<file path="config.mk">
export PLATFORM = sky130hd
export DESIGN_NAME = cal_field_counter
export DESIGN_NICKNAME = d
export VERILOG_FILES = /design/src/rtl/cal_field_counter.sv
export SDC_FILE = /design/constraint.sdc
export NUM_CORES = 1
export LEC_CHECK = 0
export ABC_AREA = 1
export CORE_MARGIN = 2
export CORE_UTILIZATION = 33
export CTS_CLUSTER_SIZE = 20
export DETAILED_ROUTE_END_ITERATION = 16
export HOLD_SLACK_MARGIN = 0.05
export PLACE_DENSITY_LB_ADDON = 0.2
export SKIP_LAST_GASP = 1
export SYNTH_ARGS = -nofsm -noshare
export SYNTH_HDL_FRONTEND = slang
export SYNTH_SLANG_ARGS = --single-unit
</file>
<file path="constraint.sdc">
create_clock -name clock_in -period 3.35 [get_ports clock_in]
set_input_delay 0.335 -clock clock_in [delete_from_list [all_inputs] [get_ports clock_in]]
set_output_delay 0.335 -clock clock_in [all_outputs]
set_load 0.01 [all_outputs]
</file>
<file path="src/rtl/cal_field_counter.sv">
// Parametrised calendar field counter (day/month/year) with run/set modes,
// limit clamping and a sequential double-dabble BCD image of the count.
module cal_field_counter #(
  parameter int WIDTH      = 5,
  parameter int MIN_VAL    = 1,
  parameter int BCD_DIGITS = 2
) (
  input  logic                    clock_in,
  input  logic                    reset,
  input  logic                    tick,
  input  logic                    set_mode,
  input  logic                    inc_key,
  input  logic                    dec_key,
  input  logic [WIDTH-1:0]        limit,
  output logic [WIDTH-1:0]        count,
  output logic                    carry,
  output logic [4*BCD_DIGITS-1:0] bcd_out,
  output logic                    bcd_valid
);

  localparam logic [WIDTH-1:0] MIN_V = WIDTH'(MIN_VAL);
  localparam int BW = 4 * BCD_DIGITS;
  localparam int SW = BW + WIDTH;
  localparam int CW = $clog2(WIDTH + 1);

  typedef enum logic [1:0] {IDLE, SHIFT, DONE} conv_state_t;

  logic [WIDTH-1:0] eff_lim;
  logic [1:0]       inc_sync, dec_sync;
  logic             inc_prev, dec_prev;
  logic             inc_edge, dec_edge;

  // A zero-based field can never see a limit below its minimum.
  generate
    if (MIN_VAL == 0) begin : g_zero_min
      assign eff_lim = limit;
    end else begin : g_pos_min
      assign eff_lim = (limit < MIN_V) ? MIN_V : limit;
    end
  endgenerate

  always_ff @(posedge clock_in or negedge reset) begin
    if (!reset) begin
      inc_sync <= 2'b00;
      dec_sync <= 2'b00;
      inc_prev <= 1'b0;
      dec_prev <= 1'b0;
    end else begin
      inc_sync <= {inc_sync[0], inc_key};
      dec_sync <= {dec_sync[0], dec_key};
      inc_prev <= inc_sync[1];
      dec_prev <= dec_sync[1];
    end
  end

  assign inc_edge = inc_sync[1] & ~inc_prev;
  assign dec_edge = dec_sync[1] & ~dec_prev;

  // Clamp outranks every event, so a shrinking limit always wins that cycle.
  always_ff @(posedge clock_in or negedge reset) begin
    if (!reset) begin
      count <= MIN_V;
      carry <= 1'b0;
    end else begin
      carry <= 1'b0;
      if (count > eff_lim) begin
        count <= eff_lim;
      end else if (!set_mode) begin
        if (tick) begin
          if (count >= eff_lim) begin
            count <= MIN_V;
            carry <= 1'b1;
          end else begin
            count <= count + WIDTH'(1);
          end
        end
      end else if (inc_edge ^ dec_edge) begin
        if (inc_edge) begin
          count <= (count >= eff_lim) ? MIN_V : count + WIDTH'(1);
        end else begin
          count <= (count == MIN_V) ? eff_lim : count - WIDTH'(1);
        end
      end
    end
  end

  conv_state_t      state;
  logic [WIDTH-1:0] shadow;
  logic [SW-1:0]    shreg;
  logic [SW-1:0]    next_shreg;
  logic [CW-1:0]    bit_cnt;
  logic             started;
  logic             trigger;

  assign trigger = !started || (count != shadow);

  always_comb begin
    logic [SW-1:0] tmp;
    tmp = shreg;
    for (int i = 0; i < BCD_DIGITS; i++) begin
      if (tmp[WIDTH+4*i +: 4] >= 4'd5) begin
        tmp[WIDTH+4*i +: 4] = tmp[WIDTH+4*i +: 4] + 4'd3;
      end
    end
    next_shreg = tmp << 1;
  end

  // A new trigger always restarts from SHIFT; bcd_out only moves in DONE.
  always_ff @(posedge clock_in or negedge reset) begin
    if (!reset) begin
      state     <= IDLE;
      shadow    <= MIN_V;
      shreg     <= '0;
      bit_cnt   <= '0;
      started   <= 1'b0;
      bcd_out   <= '0;
      bcd_valid <= 1'b0;
    end else if (trigger) begin
      started   <= 1'b1;
      shadow    <= count;
      shreg     <= {{BW{1'b0}}, count};
      bit_cnt   <= '0;
      bcd_valid <= 1'b0;
      state     <= SHIFT;
    end else begin
      case (state)
        SHIFT: begin
          shreg   <= next_shreg;
          bit_cnt <= bit_cnt + CW'(1);
          if (bit_cnt == CW'(WIDTH - 1)) begin
            state <= DONE;
          end
        end
        DONE: begin
          bcd_out   <= shreg[SW-1 -: BW];
          bcd_valid <= 1'b1;
          state     <= IDLE;
        end
        default: state <= IDLE;
      endcase
    end
  end

endmodule

</file>
; Word-level counts from Yosys, hierarchy flattened
; Cells that the tools add are included.
[word_totals]
register_bits = 45
latch_bits = 0
ram_bits = 0
rom_bits = 0
in_bits = 11
out_inout_bits = 15
word_cells = 66
memories = 0
[classes]
add_sub_neg = 5
mul = 0
div_mod_pow = 0
order_cmp = 5
n_eq_ne = 7
shifts = 0
mux = 23
n_bitwise = 6
reduce_logical = 7
[op_table]
columns = operator, n
row1 = 5-bit two-way mux, 8
row2 = 13-bit two-way mux, 2
row3 = 3-bit two-way mux, 3
row4 = "4-bit by 3-bit >= comparator with 1-bit output, second input constant", 2
row5 = 1-bit two-way mux, 6
row6 = 2-bit two-way mux, 3
row7 = "5-bit by 1-bit adder with 5-bit output, second input constant", 1
row8 = "5-bit by 1-bit equality test with 1-bit output, second input constant", 1
row9 = 5-bit >= comparator, 1
row10 = 5-bit > comparator, 1
row11 = "5-bit by 1-bit < comparator with 1-bit output, second input constant", 1
row12 = 5-bit inequality test, 1
row13 = "5-bit by 1-bit subtractor with 5-bit output, second input constant", 1
row14 = "4-bit by 2-bit adder with 4-bit output, second input constant", 1
row15 = 4-bit two-way mux, 1
row16 = 2-bit AND reduction, 2
row17 = 2-bit nonzero test, 2
row18 = "3-bit by 1-bit adder with 3-bit output, second input constant", 1
row19 = "3-bit by 2-bit adder with 3-bit output, second input constant", 1
row20 = "3-bit equality test, second input constant", 1
row21 = "3-bit by 1-bit inequality test with 1-bit output, second input constant", 1
row22 = "3-bit inequality test, second input constant", 1
row23 = 1-bit NOT, 3
row24 = 3-bit nonzero test, 1
row25 = other kinds (6), 7

; Logic depth before layout (Yosys ltp)
; Gate-level depths: netlist (run 1).
[logic_depth]
ltp_word = 8
mapped_depth = 13
mapped_depth_nobuf = 13

; Worst setup path after synthesis (run 1)
; No wires, ideal clock.
[synth_timing]
path_type = register to register
startpoint = register count[0]
endpoint = register count[4]
arrival_ns = 1.699
t_required_ns = 3.267
setup_slack_ns = 1.568
path_stages_with_launch = 8
synth_period_minus_slack_ns = 1.782
path_cell_list = dfstp_2 inv_2 ha_1 nand2_1 nand2_1 nand2_1 nand2_1 o21ai_0
[synth_between]
elab_chain_len = 6
[synth_rtl]
columns = element, line
row1 = "start, declared", 15  ; output logic [WIDTH-1:0] count,
row2 = "start signal, assigned", 67  ; count <= eff_lim;
row3 = "start signal, assigned", 74  ; count <= count + WIDTH'(1);
row4 = "start signal, assigned", 79  ; count <= (count >= eff_lim) ? MIN_V : count + WIDTH'(1);
row5 = "5-bit by 1-bit subtractor with 5-bit output, or another cell as far along", 81  ; count <= (count == MIN_V) ? eff_lim : count - WIDTH'(1);
row6 = "5-bit two-way mux, on equally long branches", "81, 70, 79"
row7 = 5-bit two-way mux, 78  ; if (inc_edge) begin
row8 = 5-bit two-way mux, 77  ; end else if (inc_edge ^ dec_edge) begin
row9 = 5-bit two-way mux, 68  ; end else if (!set_mode) begin
row10 = 5-bit two-way mux, 66  ; if (count > eff_lim) begin
; Several ways; a longest one is shown, not always the timed one. The select of a mux whose other input is x is not followed.
; A chain may end at the register's enable or synchronous reset.

; Final worst setup path (run 1)
[layout_timing]
startpoint = register count[2]
endpoint = register count[2]
; The elaborated chain is that of the path after synthesis.

==> metrics.yaml, run 1 <==
die:
  die_area_mm2: 0.00801
  die_w_um: 89.5
  start_util_pct: 33.6
  chipHeight_um: 89.5
  core_mm2: 0.00718
  rows: 31
  pin_count: 26
outcome:
  status: "complete, no violations"
cts:
  ctsHtreeMaxLevel: 2
  insertion_delay_ns: 0.30
  clock_tree.root_cell: "clkbuf_8"
  post_cts_buffers: 0
  clock_path_buffers: 2
  hold_buffers: 0
  ctsResizeCount: 0
  clk_pin_slew_ns: 0.09
  cts_sinks: 45
  cts_tree: "yes"
  cts_buffers: 5
critical_path:
  crit_arrival_ns: 2.35
  startpoint_type: "flip-flop"
  timing_worst_setup_path_type: "reg2reg"
  critPathMostFrequentCell: "nand2_1"
  cpPeakStageDelay_ns: 0.59
  crit_required_ns: 3.53
  r2r_start: "count[2]"
  path_cells: "ha_1, nand2_1, nor2_1, nand2_1, nand2_1, nand2_1, nor2_1, a21oi_1"
  r2r_cells: 8
  worstReg2RegEnd: "count[2]"
  cp_slowest_cell: "dfrtp_1"
  end_kind: "flip-flop"
  critical-path-top-delay-family: "simple AND/OR/NAND/NOR gates"
  worstPathMaxFanout: 14
  reg2reg_slack_ns: 1.19
  critical_path_buf_inv_count: 0
timing:
  rsz0062_at_grt: "false"
  setup_tns_ns: 0
  fin_crit_sh_pct: 64.6
  min_period_ns: 2.16
  skew_ns: 0.00817
  fmax_mhz: 462
  finalSetupViolations: 0
  worst_pin_slew_ns: 1.01
  slew_viol_final: 0
  relSlewSlack_pct: 32.9
  final-hold-violation-count: 0
grt:
  met3_usage_pct: 2.86
  grt_use_met1_pct: 16.9
  track_usage_pct: 13.2
  antenna_found_initial: 0
  grt_pass1_wl_um: 8220
  grt_max_degree: 46
  grt_pass1_vias: 1787
  grt.busiest_layer: "met2"
  grt_overflow_total: 0
  met2_usage_pct: 21.9
yosys:
  synthCells: 292
  yosys.area_share.adder_pct: 7.27
  syn_area_per_cell_um2: 8.26
  syn_area_mm2: 0.00241
  synth_seq_cells: 45
  yosysUniqueCellTypes: 29
  synthSimpleGateAreaFrac_pct: 26.1
  synth_mux_area_share_pct: 0
  synth-compound-area-share_pct: 9.39
  synth_nets: 317
  yosysSeqAreaShare_pct: 46.8
  ys_warn_count: 0
  synth_top_family_by_area: "simple AND/OR/NAND/NOR gates"
  synth_xor_area_share_pct: 2.18
drt:
  drtAntennaViolNets: 0
  via_count: 1869
  drc: 0
  wl_per_cell_um: 11.2
  routed_wl_um: 4630
  drt_iter0_markers: 92
  drt_pass1_iterations: 4
  viasPerCell: 4.51
final_layout:
  area_delta_synth_final_pct: 18.0
  stdcell_area_mm2: 0.00285
  final_util_pct: 39.7
  layout-drive-gt1-share_pct: 10.2
  nets: 339
  finalNonFillerCells: 414
  antenna_cells: 0
placement:
  placed_cells: 406
  io_buffer_count: 25
  placed_cell_area_mm2: 0.00273
  gp_congestion: 0.857
  dp_hpwl_um: 3270
min_path:
  worstHoldPathType: "in2async"
pwr:
  ir_worst_vdd_uv: 306
  p_leak_nw: 1.36
  powerDensity_mw_per_mm2: 665
run:
  cap_violations: 0
[cell type report]
type / instances / area [um2]
clock buffer: 6 / 82.6
clock inverter: 2 / 37.5
fill: 735 / 4330
inverter: 37 / 140
multi-input combinational: 200 / 1090
sequential: 45 / 1130
tap: 99 / 124
timing repair buffer: 25 / 245
[cell families after synthesis]
logic type                 after synthesis
adders and majority gates               14
other                                    1
AOI/OAI and AO/OA                       39
buffers and inverters                   47
xor gates and xnor gates                 6
DFF                                     45
and+or+nand+nor                        140
[worst max path at each step]
stage,startpoint,end,slack (ns),cells past startpoint
floorplan,count[0],count[4],1.57,7
finish,count[2],count[2],1.19,8
global route,count[2],count[3],0.85,10
CTS,count[2],count[2],1.14,8
detailed placement,limit[2],count[4],0.85,10
global placement,limit[2],count[4],0.95,10
[registers in the layout, indices dropped and copies added (netlist names)]
register and count:
shreg 13, bcd_out 8, count 5, shadow 5
bit_cnt 3, dec_sync 2, inc_sync 2, state 2
bcd_valid 1, carry 1, dec_prev 1, inc_prev 1
started 1
[synth_stat cells]
cell type | instances | share of area [%]
a21oi_1 | 11 | 2.3
a31oi_1 | 1 | 0.26
buf_2 | 5 | 1.0
buf_4 | 1 | 0.31
buf_6 | 1 | 0.47
clkbuf_1 | 3 | 0.47
clkinv_2 | 1 | 0.21
conb_1 | 1 | 0.16
dfrtp_1 | 43 | 45
dfstp_2 | 2 | 2.2
ha_1 | 14 | 7.3
inv_1 | 32 | 5.0
inv_2 | 4 | 0.62
nand2_1 | 77 | 12
nand2_2 | 2 | 0.52
nand2_4 | 1 | 0.47
nand3_1 | 21 | 4.4
nand3_4 | 1 | 0.73
nand4_1 | 5 | 1.3
nor2_1 | 26 | 4.0
nor2_4 | 1 | 0.47
nor2_8 | 1 | 0.83
nor3_1 | 3 | 0.62
nor3b_2 | 1 | 0.52
o21ai_0 | 8 | 1.7
o21ai_1 | 11 | 2.3
o21ai_2 | 8 | 2.9
or2_2 | 1 | 0.26
xor2_1 | 6 | 2.2
[layer usage]
layer | up-vias | routed length [um]
met4 | 0 | 53
met5 | - | 0
met2 | 35 | 2120
li1 | 972 | -
met3 | 5 | 156
met1 | 857 | 2310
[through the flow]
stage | hold WS (ns) | setup WS (ns) | total power [mW]
after floorplan | 0.0394 | 1.57 | 1.29
after global placement | 0.334 | 0.952 | 1.48
after detailed placement | 0.335 | 0.855 | 1.48
after CTS | 0.234 | 1.14 | 1.92
after global routing | 0.285 | 0.853 | 2.07
final | 0.198 | 1.19 | 1.89
[power by group]
group          switching (mW)  internal (mW)  total [mW]
registers               0.144          0.652       0.796
clock network           0.192          0.243       0.434
logic                   0.387          0.274       0.661
[cell usage in the layout (no fill, tap or decap), types with 2 or more instances in the layout]
cell type and instances:
dfstp_2 2, o21ai_0 8, clkbuf_8 6, dfrtp_1 43
ha_1 14, xor2_1 6, o21ai_1 11, nand2_1 77
inv_2 4, clkdlybuf4s50_1 24, nor2_1 26, a21oi_1 11
nor3_1 3, o21ai_2 8, nand2_2 2, nand4_1 5
nand3_1 21, inv_1 32
[worst reg2reg max path: stages (launching register included)]
cell     delay [ns]
dfrtp_1        0.59
ha_1           0.40
nand2_1        0.05
nor2_1         0.15
nand2_1        0.20
nand2_1        0.29
nand2_1        0.19
nor2_1         0.12
a21oi_1        0.05
No activity file was read; power rests on OpenSTA's default activity.
==> inputs of run 2 (changes only) <==
==> constraint.sdc (replaced) <==
create_clock -name clock_in -period 2.06 [get_ports clock_in]
set_input_delay 0.206 -clock clock_in [delete_from_list [all_inputs] [get_ports clock_in]]
set_output_delay 0.206 -clock clock_in [all_outputs]
set_load 0.01 [all_outputs]
==> run 2 against run 1 <==
Compared with the run above: worst hold slack improved by 0.13 ns; register-to-register slack worse by 0.99 ns; first-iteration DRC count decreased by 7.6%; design area grew 2.7%; via count rose by 2.1%; flip-flop and latch count is the same; critical path type is now in2reg; clock power grew 16%; power is 62% higher.
==> metrics.yaml, run 2 (synthesis results as in run 1) <==
die:
  die_area_mm2: 0.00801
  chipHeight_um: 89.5
  start_util_pct: 33.6
  core_mm2: 0.00718
  die_w_um: 89.5
  rows: 31
  pin_count: 26
cts:
  clk_pin_slew_ns: 0.09
  post_cts_buffers: 0
  cts_sinks: 45
  ctsHtreeMaxLevel: 2
  clock_tree.root_cell: "clkbuf_8"
  cts_tree: "yes"
  cts_buffers: 5
  insertion_delay_ns: 0.30
  clock_path_buffers: 2
final_layout:
  fillers: 734
  seq_area_mm2: 0.00113
  multi_input_area_mm2: 0.00109
  final_common_cell: "nand2_1"
  largest-register: "shreg"
  largest_reg_flops: 13
  area_delta_synth_final_pct: 21.2
  nets: 355
  layout-drive-gt1-share_pct: 13.7
  antenna_cells: 0
  largestRegisters: "shreg (13), bcd_out (8)"
  layout_common_cells: "77 x nand2_1, 43 x dfrtp_1, 32 x inv_1, 26 x nor2_1, 24 x clkdlybuf4s50_1"
  final_util_pct: 40.7
pwr:
  powerDensity_mw_per_mm2: 1050
  p_total_mw: 3.06
  p_leak_nw: 1.42
  ir_worst_vdd_uv: 562
critical_path:
  worstPathMaxFanout: 7
  crit_required_ns: 2.27
  critical-path-top-delay-family: "simple AND/OR/NAND/NOR gates"
  timing_worst_setup_path_type: "in2reg"
  crit_arrival_ns: 2.09
  end_kind: "flip-flop"
  startpoint_type: "primary input"
  critical_path_buf_inv_count: 2
  cp_slowest_cell: "clkdlybuf4s50_1"
  cpPeakStageDelay_ns: 0.51
  path_cells: "clkdlybuf4s50_1, inv_1, ha_1, nand2_1, nor2_1, nand2_1, nand3_1, nand2_1, nand2_1, nand2_1, o21ai_0"
  critPathMostFrequentCell: "nand2_1"
grt:
  grt.busiest_layer: "met2"
  met3_usage_pct: 3.23
  grt_pass1_wl_um: 8560
  track_usage_pct: 13.9
  grt_pass1_vias: 1819
  met2_usage_pct: 24.0
  grt_overflow_total: 0
  grt_max_degree: 18
  antenna_found_initial: 0
  grt_use_met1_pct: 17.2
placement:
  io_buffer_count: 25
  pre_cts_ws_ns: -0.115
  gp_congestion: 0.859
  dp_hpwl_um: 3770
drt:
  drt_pass1_iterations: 4
  drtAntennaViolNets: 0
  via_count: 1909
  routed_wl_um: 5000
  viasPerCell: 4.46
  drc: 0
  wl_per_cell_um: 11.7
  drt_iter0_markers: 85
timing:
  finalSetupViolations: 0
  skew_ns: 0.0116
  finalWorstSetupSlack_ns: 0.174
  holdWs_ns: 0.327
  final-hold-violation-count: 0
  slew_viol_final: 0
  rsz0062_at_grt: "false"
  fin_crit_sh_pct: 91.6
  fmax_mhz: 530
  min_period_ns: 1.89
min_path:
  worstHoldPathType: "in2async"
run:
  cap_violations: 0
outcome:
  status: "complete, no violations"
run 2: changes by cell type in the layout (fill, tap and decap cells not counted):
cell,before,now
clkinv_2,1,2
clkinvlp_4,1,0
dlygate4sd3_1,0,1
clkbuf_8,6,5
bufinv_16,1,0
buf_4,0,15
run 2: path summary, 6_finish.rpt:
path                             start     endpoint  slack, ns  depth (start not counted)
setup / recovery              limit[4]     count[4]       0.17                         11
hold / removal                   reset   bcd_out[3]       0.33                          2
setup reg to reg              count[1]     count[4]       0.20                          9
hold reg to reg            dec_sync[0]  dec_sync[1]       0.35                          0
max in group asynchronous        reset     count[0]       1.12                          3
min in group clock_in          dec_key  dec_sync[0]       0.35                          1
run 2: layer usage:
metal / vias up / part of all wire, %
met5: - / 0
met4: 0 / 1.4
met3: 6 / 3.0
met2: 38 / 48
met1: 866 / 48
li1: 999 / -
run 2: through the flow:
step,area (um2),instances,TNS (ns)
floorplan,2410,292,0
global placement,2840,421,-0.306
detailed placement,2840,421,-0.360
CTS,2920,428,0
global route,2920,428,0
finish,2920,428,0
run 2: timing repair:
action,CTS,global route
hold buffers,1,0
resized for setup,0,0
endpoints found under the hold margin,12,0
run 2: final cells by class:
cell class / count / area share, %
Clock buffer: 5 / 2.36
Clock inverter: 1 / 0.171
Inverter: 37 / 4.80
Multi-Input combinational cell: 200 / 37.2
Sequential cell: 45 / 38.6
Tap cell: 99 / 4.24
Timing Repair Buffer: 41 / 12.6
run 2: power by group:
part | total [mW] | switching (mW) | internal, mW | leakage (nW)
combinational | 1.37 | 0.799 | 0.576 | 0.801
sequential | 1.19 | 0.125 | 1.06 | 0.575
clock | 0.503 | 0.280 | 0.224 | 0.0399
total | 3.06 | 1.20 | 1.86 | 1.42
